File: config.mk
export PLATFORM = sky130hd
export DESIGN_NAME = mc_main_controller
export DESIGN_NICKNAME = d
export VERILOG_FILES = /design/src/rtl/mc_main_controller_pkg.sv /design/src/rtl/mc_main_controller_decode.sv /design/src/rtl/mc_main_controller.sv
export SDC_FILE = /design/constraint.sdc
export NUM_CORES = 1
export LEC_CHECK = 0
export CORE_ASPECT_RATIO = 1.25
export CORE_MARGIN = 2
export CORE_UTILIZATION = 37
export DETAILED_ROUTE_END_ITERATION = 16
export PLACE_DENSITY = 0.79
export SLEW_MARGIN = 0
export SYNTH_ARGS = -nofsm -noshare
export SYNTH_HDL_FRONTEND = slang
export SYNTH_SLANG_ARGS = --single-unit
File: constraint.sdc
create_clock -name clk -period 2.5 [get_ports clk]
set_input_delay 0.5 -clock clk [delete_from_list [all_inputs] [get_ports clk]]
set_output_delay 0.5 -clock clk [all_outputs]
set_load 0.03 [all_outputs]
File: src/rtl/mc_main_controller_pkg.sv
// Shared encodings for the multi-cycle controller: states, opcodes, ALUOp and mux selects.
package mc_main_controller_pkg;

  localparam int unsigned OP_W    = 6;
  localparam int unsigned FN_W    = 6;
  localparam int unsigned ALUOP_W = 4;
  localparam int unsigned SEL_W   = 2;
  localparam int unsigned STATE_W = 4;

  typedef enum logic [STATE_W-1:0] {
    ST_IDLE    = 4'd0,
    ST_FETCH   = 4'd1,
    ST_DECODE  = 4'd2,
    ST_EXEC_R  = 4'd3,
    ST_EXEC_I  = 4'd4,
    ST_MEMADDR = 4'd5,
    ST_MEMRD   = 4'd6,
    ST_MEMWB   = 4'd7,
    ST_MEMWR   = 4'd8,
    ST_BRANCH  = 4'd9,
    ST_JUMP    = 4'd10,
    ST_RWB     = 4'd11,
    ST_IWB     = 4'd12
  } state_e;

  typedef enum logic [2:0] {
    CLS_R, CLS_I, CLS_MEM, CLS_BRANCH, CLS_JUMP, CLS_ILLEGAL
  } class_e;

  localparam logic [OP_W-1:0] OP_RTYPE = 6'h00;
  localparam logic [OP_W-1:0] OP_J     = 6'h02;
  localparam logic [OP_W-1:0] OP_JAL   = 6'h03;
  localparam logic [OP_W-1:0] OP_BEQ   = 6'h04;
  localparam logic [OP_W-1:0] OP_ADDI  = 6'h08;
  localparam logic [OP_W-1:0] OP_ADDIU = 6'h09;
  localparam logic [OP_W-1:0] OP_SLTI  = 6'h0a;
  localparam logic [OP_W-1:0] OP_SLTIU = 6'h0b;
  localparam logic [OP_W-1:0] OP_ANDI  = 6'h0c;
  localparam logic [OP_W-1:0] OP_LUI   = 6'h0f;
  localparam logic [OP_W-1:0] OP_LW    = 6'h23;
  localparam logic [OP_W-1:0] OP_SW    = 6'h2b;

  localparam logic [FN_W-1:0] FN_SLL  = 6'h00;
  localparam logic [FN_W-1:0] FN_SRL  = 6'h02;
  localparam logic [FN_W-1:0] FN_SRA  = 6'h03;
  localparam logic [FN_W-1:0] FN_JR   = 6'h08;
  localparam logic [FN_W-1:0] FN_JALR = 6'h09;

  localparam logic [ALUOP_W-1:0] ALU_ADD   = 4'b0000;
  localparam logic [ALUOP_W-1:0] ALU_SUB   = 4'b0001;
  localparam logic [ALUOP_W-1:0] ALU_FUNCT = 4'b0010;
  localparam logic [ALUOP_W-1:0] ALU_AND   = 4'b0100;
  localparam logic [ALUOP_W-1:0] ALU_SLT   = 4'b0101;
  localparam logic [ALUOP_W-1:0] ALU_ADDU  = 4'b1000;
  localparam logic [ALUOP_W-1:0] ALU_SLTU  = 4'b1101;

  localparam logic [SEL_W-1:0] REGDST_RT = 2'b00;
  localparam logic [SEL_W-1:0] REGDST_RD = 2'b01;
  localparam logic [SEL_W-1:0] REGDST_RA = 2'b10;
  localparam logic [SEL_W-1:0] M2R_ALUOUT = 2'b00;
  localparam logic [SEL_W-1:0] M2R_MDR    = 2'b01;
  localparam logic [SEL_W-1:0] M2R_PC     = 2'b10;
  localparam logic [SEL_W-1:0] SRCA_PC    = 2'b00;
  localparam logic [SEL_W-1:0] SRCA_A     = 2'b01;
  localparam logic [SEL_W-1:0] SRCA_SHAMT = 2'b10;
  localparam logic [SEL_W-1:0] SRCB_B       = 2'b00;
  localparam logic [SEL_W-1:0] SRCB_FOUR    = 2'b01;
  localparam logic [SEL_W-1:0] SRCB_IMM     = 2'b10;
  localparam logic [SEL_W-1:0] SRCB_IMM_SH2 = 2'b11;
  localparam logic [SEL_W-1:0] PCSRC_ALU    = 2'b00;
  localparam logic [SEL_W-1:0] PCSRC_ALUOUT = 2'b01;
  localparam logic [SEL_W-1:0] PCSRC_JTGT   = 2'b10;
  localparam logic [SEL_W-1:0] PCSRC_REG    = 2'b11;

  typedef struct packed {
    logic               pc_write;
    logic               pc_write_cond;
    logic               iord;
    logic               mem_read;
    logic               mem_write;
    logic               ir_write;
    logic               reg_write;
    logic [SEL_W-1:0]   reg_dst;
    logic [SEL_W-1:0]   mem_to_reg;
    logic [SEL_W-1:0]   alu_src_a;
    logic [SEL_W-1:0]   alu_src_b;
    logic [SEL_W-1:0]   pc_source;
    logic               ext_op;
    logic               lui_op;
    logic [ALUOP_W-1:0] alu_op;
    logic               illegal_op;
  } ctrl_t;

endpackage

File: src/rtl/mc_main_controller_decode.sv
// Opcode/funct classifier: next-state class plus I-type ALUOp, extension and LUI selects.
module mc_main_controller_decode
  import mc_main_controller_pkg::*;
(
  input  logic [OP_W-1:0]    i_opcode,
  input  logic [FN_W-1:0]    i_funct,
  output class_e             o_cls_c,
  output logic [ALUOP_W-1:0] o_imm_alu_op_c,
  output logic               o_ext_op_c,
  output logic               o_lui_op_c
);

  always_comb begin
    o_cls_c        = CLS_ILLEGAL;
    o_imm_alu_op_c = ALU_ADD;
    o_ext_op_c     = 1'b1;
    o_lui_op_c     = 1'b0;
    case (i_opcode)
      OP_RTYPE: begin
        if (i_funct == FN_JR || i_funct == FN_JALR) o_cls_c = CLS_JUMP;
        else                                        o_cls_c = CLS_R;
      end
      OP_LW, OP_SW: o_cls_c = CLS_MEM;
      OP_BEQ:       o_cls_c = CLS_BRANCH;
      OP_J, OP_JAL: o_cls_c = CLS_JUMP;
      OP_ADDI:      o_cls_c = CLS_I;
      OP_ADDIU: begin
        o_cls_c        = CLS_I;
        o_imm_alu_op_c = ALU_ADDU;
      end
      OP_SLTI: begin
        o_cls_c        = CLS_I;
        o_imm_alu_op_c = ALU_SLT;
      end
      OP_SLTIU: begin
        o_cls_c        = CLS_I;
        o_imm_alu_op_c = ALU_SLTU;
      end
      OP_ANDI: begin
        o_cls_c        = CLS_I;
        o_imm_alu_op_c = ALU_AND;
        o_ext_op_c     = 1'b0;
      end
      OP_LUI: begin
        o_cls_c    = CLS_I;
        o_lui_op_c = 1'b1;
      end
      default: ;
    endcase
  end

endmodule

File: src/rtl/mc_main_controller.sv
// Moore sequencer for the multi-cycle datapath: fetch, decode, execute, memory, writeback.
module mc_main_controller
  import mc_main_controller_pkg::*;
#(
  parameter bit MEM_HANDSHAKE = 1'b1,
  parameter bit IRQ_ILLEGAL   = 1'b1
) (
  input  logic               clk,
  input  logic               rst_n,
  input  logic [OP_W-1:0]    opcode,
  input  logic [FN_W-1:0]    funct,
  input  logic               mem_ready,
  output logic               PCWrite,
  output logic               PCWriteCond,
  output logic               IorD,
  output logic               MemRead,
  output logic               MemWrite,
  output logic               IRWrite,
  output logic               RegWrite,
  output logic [SEL_W-1:0]   RegDst,
  output logic [SEL_W-1:0]   MemtoReg,
  output logic [SEL_W-1:0]   ALUSrcA,
  output logic [SEL_W-1:0]   ALUSrcB,
  output logic [SEL_W-1:0]   PCSource,
  output logic               ExtOp,
  output logic               LuiOp,
  output logic [ALUOP_W-1:0] ALUOp,
  output logic               illegal_op,
  output logic [STATE_W-1:0] state_dbg
);

  state_e             r_state;
  state_e             w_next_state;
  ctrl_t              w_ctrl;
  class_e             w_cls;
  logic [ALUOP_W-1:0] w_imm_alu_op;
  logic               w_ext_op;
  logic               w_lui_op;
  logic               w_mem_done;

  mc_main_controller_decode u_decode (
    .i_opcode       (opcode),
    .i_funct        (funct),
    .o_cls_c        (w_cls),
    .o_imm_alu_op_c (w_imm_alu_op),
    .o_ext_op_c     (w_ext_op),
    .o_lui_op_c     (w_lui_op)
  );

  assign w_mem_done = !MEM_HANDSHAKE || mem_ready;

  always_ff @(posedge clk or negedge rst_n) begin
    if (!rst_n) r_state <= ST_IDLE;
    else        r_state <= w_next_state;
  end

  always_comb begin
    w_next_state = r_state;
    w_ctrl       = '0;
    case (r_state)
      ST_IDLE: w_next_state = ST_FETCH;
      ST_FETCH: begin
        w_ctrl.mem_read  = 1'b1;
        w_ctrl.alu_src_b = SRCB_FOUR;
        if (w_mem_done) begin
          w_ctrl.ir_write = 1'b1;
          w_ctrl.pc_write = 1'b1;
          w_next_state    = ST_DECODE;
        end
      end
      ST_DECODE: begin
        // Branch target PC + (sext(imm) << 2) lands in ALUOut for BRANCH.
        w_ctrl.alu_src_b = SRCB_IMM_SH2;
        w_ctrl.ext_op    = 1'b1;
        case (w_cls)
          CLS_R:      w_next_state = ST_EXEC_R;
          CLS_I:      w_next_state = ST_EXEC_I;
          CLS_MEM:    w_next_state = ST_MEMADDR;
          CLS_BRANCH: w_next_state = ST_BRANCH;
          CLS_JUMP:   w_next_state = ST_JUMP;
          default: begin
            w_ctrl.illegal_op = IRQ_ILLEGAL;
            w_next_state      = ST_FETCH;
          end
        endcase
      end
      ST_EXEC_R: begin
        w_ctrl.alu_op    = ALU_FUNCT;
        w_ctrl.alu_src_a = (funct == FN_SLL || funct == FN_SRL || funct == FN_SRA)
                           ? SRCA_SHAMT : SRCA_A;
        w_ctrl.alu_src_b = SRCB_B;
        w_next_state     = ST_RWB;
      end
      ST_RWB: begin
        w_ctrl.reg_write = 1'b1;
        w_ctrl.reg_dst   = REGDST_RD;
        w_next_state     = ST_FETCH;
      end
      ST_EXEC_I: begin
        w_ctrl.alu_src_a = SRCA_A;
        w_ctrl.alu_src_b = SRCB_IMM;
        w_ctrl.alu_op    = w_imm_alu_op;
        w_ctrl.ext_op    = w_ext_op;
        w_ctrl.lui_op    = w_lui_op;
        w_next_state     = ST_IWB;
      end
      ST_IWB: begin
        w_ctrl.reg_write = 1'b1;
        w_ctrl.reg_dst   = REGDST_RT;
        w_next_state     = ST_FETCH;
      end
      ST_MEMADDR: begin
        w_ctrl.alu_src_a = SRCA_A;
        w_ctrl.alu_src_b = SRCB_IMM;
        w_ctrl.ext_op    = 1'b1;
        w_next_state     = (opcode == OP_SW) ? ST_MEMWR : ST_MEMRD;
      end
      ST_MEMRD: begin
        w_ctrl.iord     = 1'b1;
        w_ctrl.mem_read = 1'b1;
        if (w_mem_done) w_next_state = ST_MEMWB;
      end
      ST_MEMWR: begin
        w_ctrl.iord      = 1'b1;
        w_ctrl.mem_write = 1'b1;
        if (w_mem_done) w_next_state = ST_FETCH;
      end
      ST_MEMWB: begin
        w_ctrl.reg_write  = 1'b1;
        w_ctrl.reg_dst    = REGDST_RT;
        w_ctrl.mem_to_reg = M2R_MDR;
        w_next_state      = ST_FETCH;
      end
      ST_BRANCH: begin
        w_ctrl.alu_src_a     = SRCA_A;
        w_ctrl.alu_src_b     = SRCB_B;
        w_ctrl.alu_op        = ALU_SUB;
        w_ctrl.pc_write_cond = 1'b1;
        w_ctrl.pc_source     = PCSRC_ALUOUT;
        w_next_state         = ST_FETCH;
      end
      ST_JUMP: begin
        w_ctrl.pc_write = 1'b1;
        // jr/jalr live under the R-type opcode and jump through register A.
        if (opcode == OP_RTYPE) begin
          w_ctrl.pc_source = PCSRC_REG;
          if (funct == FN_JALR) begin
            w_ctrl.reg_write  = 1'b1;
            w_ctrl.reg_dst    = REGDST_RD;
            w_ctrl.mem_to_reg = M2R_PC;
          end
        end else begin
          w_ctrl.pc_source = PCSRC_JTGT;
          if (opcode == OP_JAL) begin
            w_ctrl.reg_write  = 1'b1;
            w_ctrl.reg_dst    = REGDST_RA;
            w_ctrl.mem_to_reg = M2R_PC;
          end
        end
        w_next_state = ST_FETCH;
      end
      default: w_next_state = ST_IDLE;
    endcase
  end

  assign PCWrite     = w_ctrl.pc_write;
  assign PCWriteCond = w_ctrl.pc_write_cond;
  assign IorD        = w_ctrl.iord;
  assign MemRead     = w_ctrl.mem_read;
  assign MemWrite    = w_ctrl.mem_write;
  assign IRWrite     = w_ctrl.ir_write;
  assign RegWrite    = w_ctrl.reg_write;
  assign RegDst      = w_ctrl.reg_dst;
  assign MemtoReg    = w_ctrl.mem_to_reg;
  assign ALUSrcA     = w_ctrl.alu_src_a;
  assign ALUSrcB     = w_ctrl.alu_src_b;
  assign PCSource    = w_ctrl.pc_source;
  assign ExtOp       = w_ctrl.ext_op;
  assign LuiOp       = w_ctrl.lui_op;
  assign ALUOp       = w_ctrl.alu_op;
  assign illegal_op  = w_ctrl.illegal_op;
  assign state_dbg   = r_state;

endmodule

# Word-level counts from Yosys, hierarchy flattened
# Index checks and enable logic that the tools add are counted.
# totals
in_bits	15
register_bits	4
# op_classes
n_reduce_logical	19
eq_ne	34
n_mux	33
# ops
op	count
6-bit by 4-bit equality test with 1-bit output, second input constant	8
4-bit case mux with 8 select lines	1
6-bit by 2-bit equality test with 1-bit output, second input constant	4
4-bit equality test, second input constant	5
4-bit case mux with 5 select lines	1
4-bit by 3-bit equality test with 1-bit output, second input constant	4
4-bit two-way mux	4
4-bit case mux with 4 select lines	1
5-bit two-way mux	3
3-bit case mux with 5 select lines	1
2-bit OR reduction	7
6-bit equality test, second input constant	2
6-bit logical NOT	2
1-bit two-way mux	12
2-bit case mux with 2 select lines	3
4-bit case mux with 3 select lines	1
6-bit OR reduction	2
3-bit case mux with 3 select lines	1
4-bit by 2-bit equality test with 1-bit output, second input constant	2
3-bit by 2-bit equality test with 1-bit output, second input constant	2
6-bit by 3-bit equality test with 1-bit output, second input constant	1
2-bit != test, second input constant	3
2-bit case mux with 3 select lines	1
5-bit OR reduction	1
other kinds (11)	14

# Longest topological paths before layout
# depth
word_depth	8
mapped_depth	7

# Hierarchy
# From an unflattened synthesis, not the netlist that was laid out.
# unflattened
hier_cells	134
area_unflattened_um2	920.9
# by_module_without_submodules
module	area_each_um2	seq_area_each_um2	cells_per_inst	n_inst
mc_main_controller	737.0	100.1	104	1
mc_main_controller_decode	183.9	0.0	30	1

# Least setup slack after synthesis
# Ideal clock, no wire load.
# synth_timing
path_kind	register to output
startpoint	register r_state[1] (netlist: state_dbg[1])
endpoint	output PCWrite
required_ns	2.000
setup_slack_ns	-0.268
stages_incl_launch_ff	4
path_buffers	0
arrival_ns	2.268
path_cell_list	dfrtp_1 > nand2b_1 > nor4b_1 > or2_1
# synth_between
elab_chain_len	2
word_cells_on_any_way	3
# synth_rtl
item	line	rtl
start, declared	mc_main_controller.sv:32	state_e r_state;
start signal, assigned	mc_main_controller.sv:54	else r_state <= w_next_state;
4-bit equality test / 4-bit by 1-bit equality test with 1-bit output (equally long branches)	mc_main_controller.sv:60	case (r_state)
1-bit case mux with 2 select lines *	mc_main_controller.sv:60	
end, declared	mc_main_controller.sv:13	output logic PCWrite,
# Mark *: on every way between the ends. The rest lies on a longest branch, timed or not.

# Worst setup path in the final report
# layout_timing
startpoint	input funct[4]
endpoint	output RegWrite
# layout_between
elab_chain_len	4
# layout_rtl
item	line	rtl
start, declared	mc_main_controller.sv:11	input logic [FN_W-1:0] funct,
6-bit by 4-bit equality test with 1-bit output	mc_main_controller.sv:147	if (funct == FN_JALR) begin
5-bit two-way mux	mc_main_controller.sv:147	
5-bit two-way mux	mc_main_controller.sv:145	if (opcode == OP_RTYPE) begin
3-bit case mux with 3 select lines	mc_main_controller.sv:60	
end, declared	mc_main_controller.sv:19	output logic RegWrite,
# Every way passes these cells.

==> impl_metrics.json <==
{
  "wl_per_cell_um": 13.40,
  "core_um2": 1937,
  "synth-async-reset-ratio_pct": 100.0,
  "die_h_um": 53.94,
  "setup_violations": 1,
  "clockBufferDepth": 2,
  "skew_ps": 2.861,
  "synth_edf_count": 0,
  "crit_slowest_cell": "or4b_4",
  "num_vias": 1146,
  "ir_drop_mv": 0.4907,
  "h-tree-depth": 1,
  "drc_errors": 0,
  "die-area_um2": 2371,
  "synthCells": 121,
  "max_stage_delay_ps": 530,
  "grt_usage_pct": 25.69,
  "clock_sinks": 4,
  "rr_startpoint": "state_dbg[0]",
  "grt_pass1_vias": 1068,
  "largest_reg_flops": 4,
  "comb_power_share_pct": 82.9,
  "r2r_end": "state_dbg[0]",
  "setup_ws_ps": -32.11,
  "synth_nets": 136,
  "placed_cell_area_um2": 1358,
  "max_cap_viol_count": 0,
  "synth_seq_cells": 4,
  "rsz0062_at_grt": "yes",
  "cts_root_buf": "clkbuf_4",
  "hold_buffers": 0,
  "r2r_slack_ps": 970,
  "synth_area_per_cell_um2": 6.101,
  "place_ws_ps": -389.7,
  "synth.yosys.seq_area_share_pct": 13.56,
  "start_kind": "input port",
  "grt_max_degree": 20,
  "syn_to_final_growth_pct": 91.86,
  "outcome": "complete, but fails checks",
  "critPathRequiredTime_ps": 2000,
  "hold_viol_final": 0,
  "wl_um": 2733,
  "reg2reg_depth": 6,
  "nNetsFinal": 201,
  "pwr-share-seq_pct": 10.3,
  "ys.flop_type": "dfrtp_1",
  "n_antenna_cell": 0,
  "path_max_fanout": 2,
  "cts_made_buffers": 3,
  "clkLatencyLatePin_ps": 240,
  "grt_pass1_wl_um": 4609,
  "critical_path_buf_inv_count": 2,
  "min_period_over_period_pct": 101.3,
  "clkTransAtPathRegs_ps": 40,
  "via_per_inst": 5.618,
  "leakage_nw": 0.7016,
  "violations": "setup timing",
  "syn_area_um2": 738.2,
  "hp-class": "in -> async",
  "end_kind": "primary output",
  "ys.warnings.count": 0,
  "crit_family": "simple AND/OR/NAND/NOR gates",
  "core.rowCount": 18,
  "io_pins": 43,
  "drv_slew": 0,
  "cp_cell_sequence": "buf_6 -> or4b_4 -> or4b_4 -> a21oi_4 -> a211o_4 -> buf_6",
  "synth.distinct_cells": 34,
  "slew_headroom_pct": 70.22,
  "drt_first_pass_iters": 4,
  "design_area_um2": 1416,
  "drive_gt1_share_pct": 33.15,
  "worstSetupPathType": "in -> out",
  "arrival_ps": 2030,
  "powerDensity_nw_per_um2": 829.2,
  "p_int_uw": 540.1,
  "ant_nets": 0,
  "drt_iter0_markers": 26,
  "max_freq_mhz": 394.9,
  "portBuffers": 42,
  "antenna_found_initial": 0,
  "cts_tree": "done",
  "dpl.hpwl_um": 2285,
  "p_sw_uw": 634.3,
  "overflow": 0,
  "tightest_slew_ps": 441.1,
  "min_period_ps": 2532,
  "dieWidth_um": 43.95,
  "initial_utilization_pct": 38.11,
  "place_congestion": 0.8679,
  "power_frac_clock_pct": 6.8,
  "sw_frac_of_total_pct": 54.01
}
==> cell usage after synthesis (2+ instances only) <==
master	n	share of area [%]
dfrtp_1	4	14
nor4_1	7	5.9
o31ai_1	2	2.0
clkbuf_1	7	3.6
a31oi_1	2	1.7
a211o_1	2	2.4
a21oi_1	9	6.1
a21o_1	2	2.0
or4b_4	2	3.7
nand4_1	2	1.7
nor2b_1	2	1.7
o21a_1	2	2.0
nor3_1	6	4.1
nand3_1	2	1.4
nor3b_1	2	2.0
a211oi_1	2	2.0
nand2_1	10	5.1
o21ai_0	9	6.1
nand2b_1	8	6.8
inv_1	4	2.0
nor2_1	21	11
buf_1	2	1.0
==> power groups by stage <==
stage               registers [mW]  clock network [mW]  logic, mW
floorplan                    0.157                   0      0.547
global placement             0.121                   0      0.972
detailed placement           0.121                   0      0.983
CTS                          0.120              0.0806      0.974
global route                 0.127              0.0912       1.04
finish                       0.121              0.0793      0.974
==> cells in the final DEF (no fill, tap or decap), types with 2 or more instances in the layout <==
cell	instances
nor3_1	6
dfrtp_1	4
nor2_2	2
nand4_1	2
o21a_1	2
nor4_2	2
nand2b_1	8
nand2_1	9
o21ai_0	9
nand3_1	2
buf_6	4
buf_2	3
clkbuf_4	3
a21oi_1	8
a21o_1	2
clkdlybuf4s50_1	16
buf_4	35
nor3b_1	2
nor2b_1	2
a211oi_1	2
or4b_4	2
inv_1	3
dlymetal6s2s_1	7
nor2_1	19
nor4_1	5
a31oi_1	2
dlygate4sd2_1	2
==> cell type report <==
class | instances | area, um2
Clock buffer | 3 | 22.52
Multi-Input combinational cell | 104 | 640.6
Sequential cell | 4 | 100.1
Timing Repair Buffer | 69 | 613.1
Fill cell | 156 | 520.5
Tap cell | 20 | 25.02
Inverter | 4 | 15.01
==> metrics by stage <==
step	setup TNS (ps)	instances	power (mW)	hold WS [ps]	util, %
6_report	-32.11	204	1.174	465.3	73.13
3_3_place_gp	-1139	200	1.093	657.8	70.09
2_1_floorplan	-5.206	121	0.7039	204.4	-
5_1_grt	-54.35	204	1.260	471.9	73.13
3_5_place_dp	-1399	200	1.104	660.8	70.09
4_1_cts	-148.6	203	1.175	465.6	70.74
==> routing by layer <==
metal  global-route usage (%)  vias to the layer above  routed length (um)
met5                        0                        -                   0
met4                    9.596                        0                  64
met3                    4.027                        8                 145
met2                    48.28                       52                1469
met1                    28.63                      510                1053
li1                         -                      576                   -
==> cells by family (layout without fill, tap and decap cells) <==
kind of cell | count (synthesis) | count (layout) | share of synthesized area (%)
simple gates | 67 | 67 | 47.63
compound gates | 37 | 37 | 32.20
buf+inv | 13 | 76 | 6.611
flops | 4 | 4 | 13.56
==> what timing repair did <==
action                     in CTS  in global routing
pin swaps                       4                  4
resized for setup              22                 17
setup endpoints to repair       7                 11
setup buffers                   0                  1
==> worst max path at each step <==
| stage | endpoint | cells past startpoint | slack [ps] | from |
|---|---|---|---|---|
| after floorplan | RegWrite | 4 | -5 | funct[2] |
| after global placement | RegWrite | 6 | -350 | funct[2] |
| after detailed placement | RegWrite | 6 | -390 | funct[2] |
| after CTS | RegWrite | 6 | -120 | funct[4] |
| after global routing | RegWrite | 6 | -50 | funct[4] |
| final | RegWrite | 6 | -30 | funct[4] |
Power figures use the tool's default switching activity.
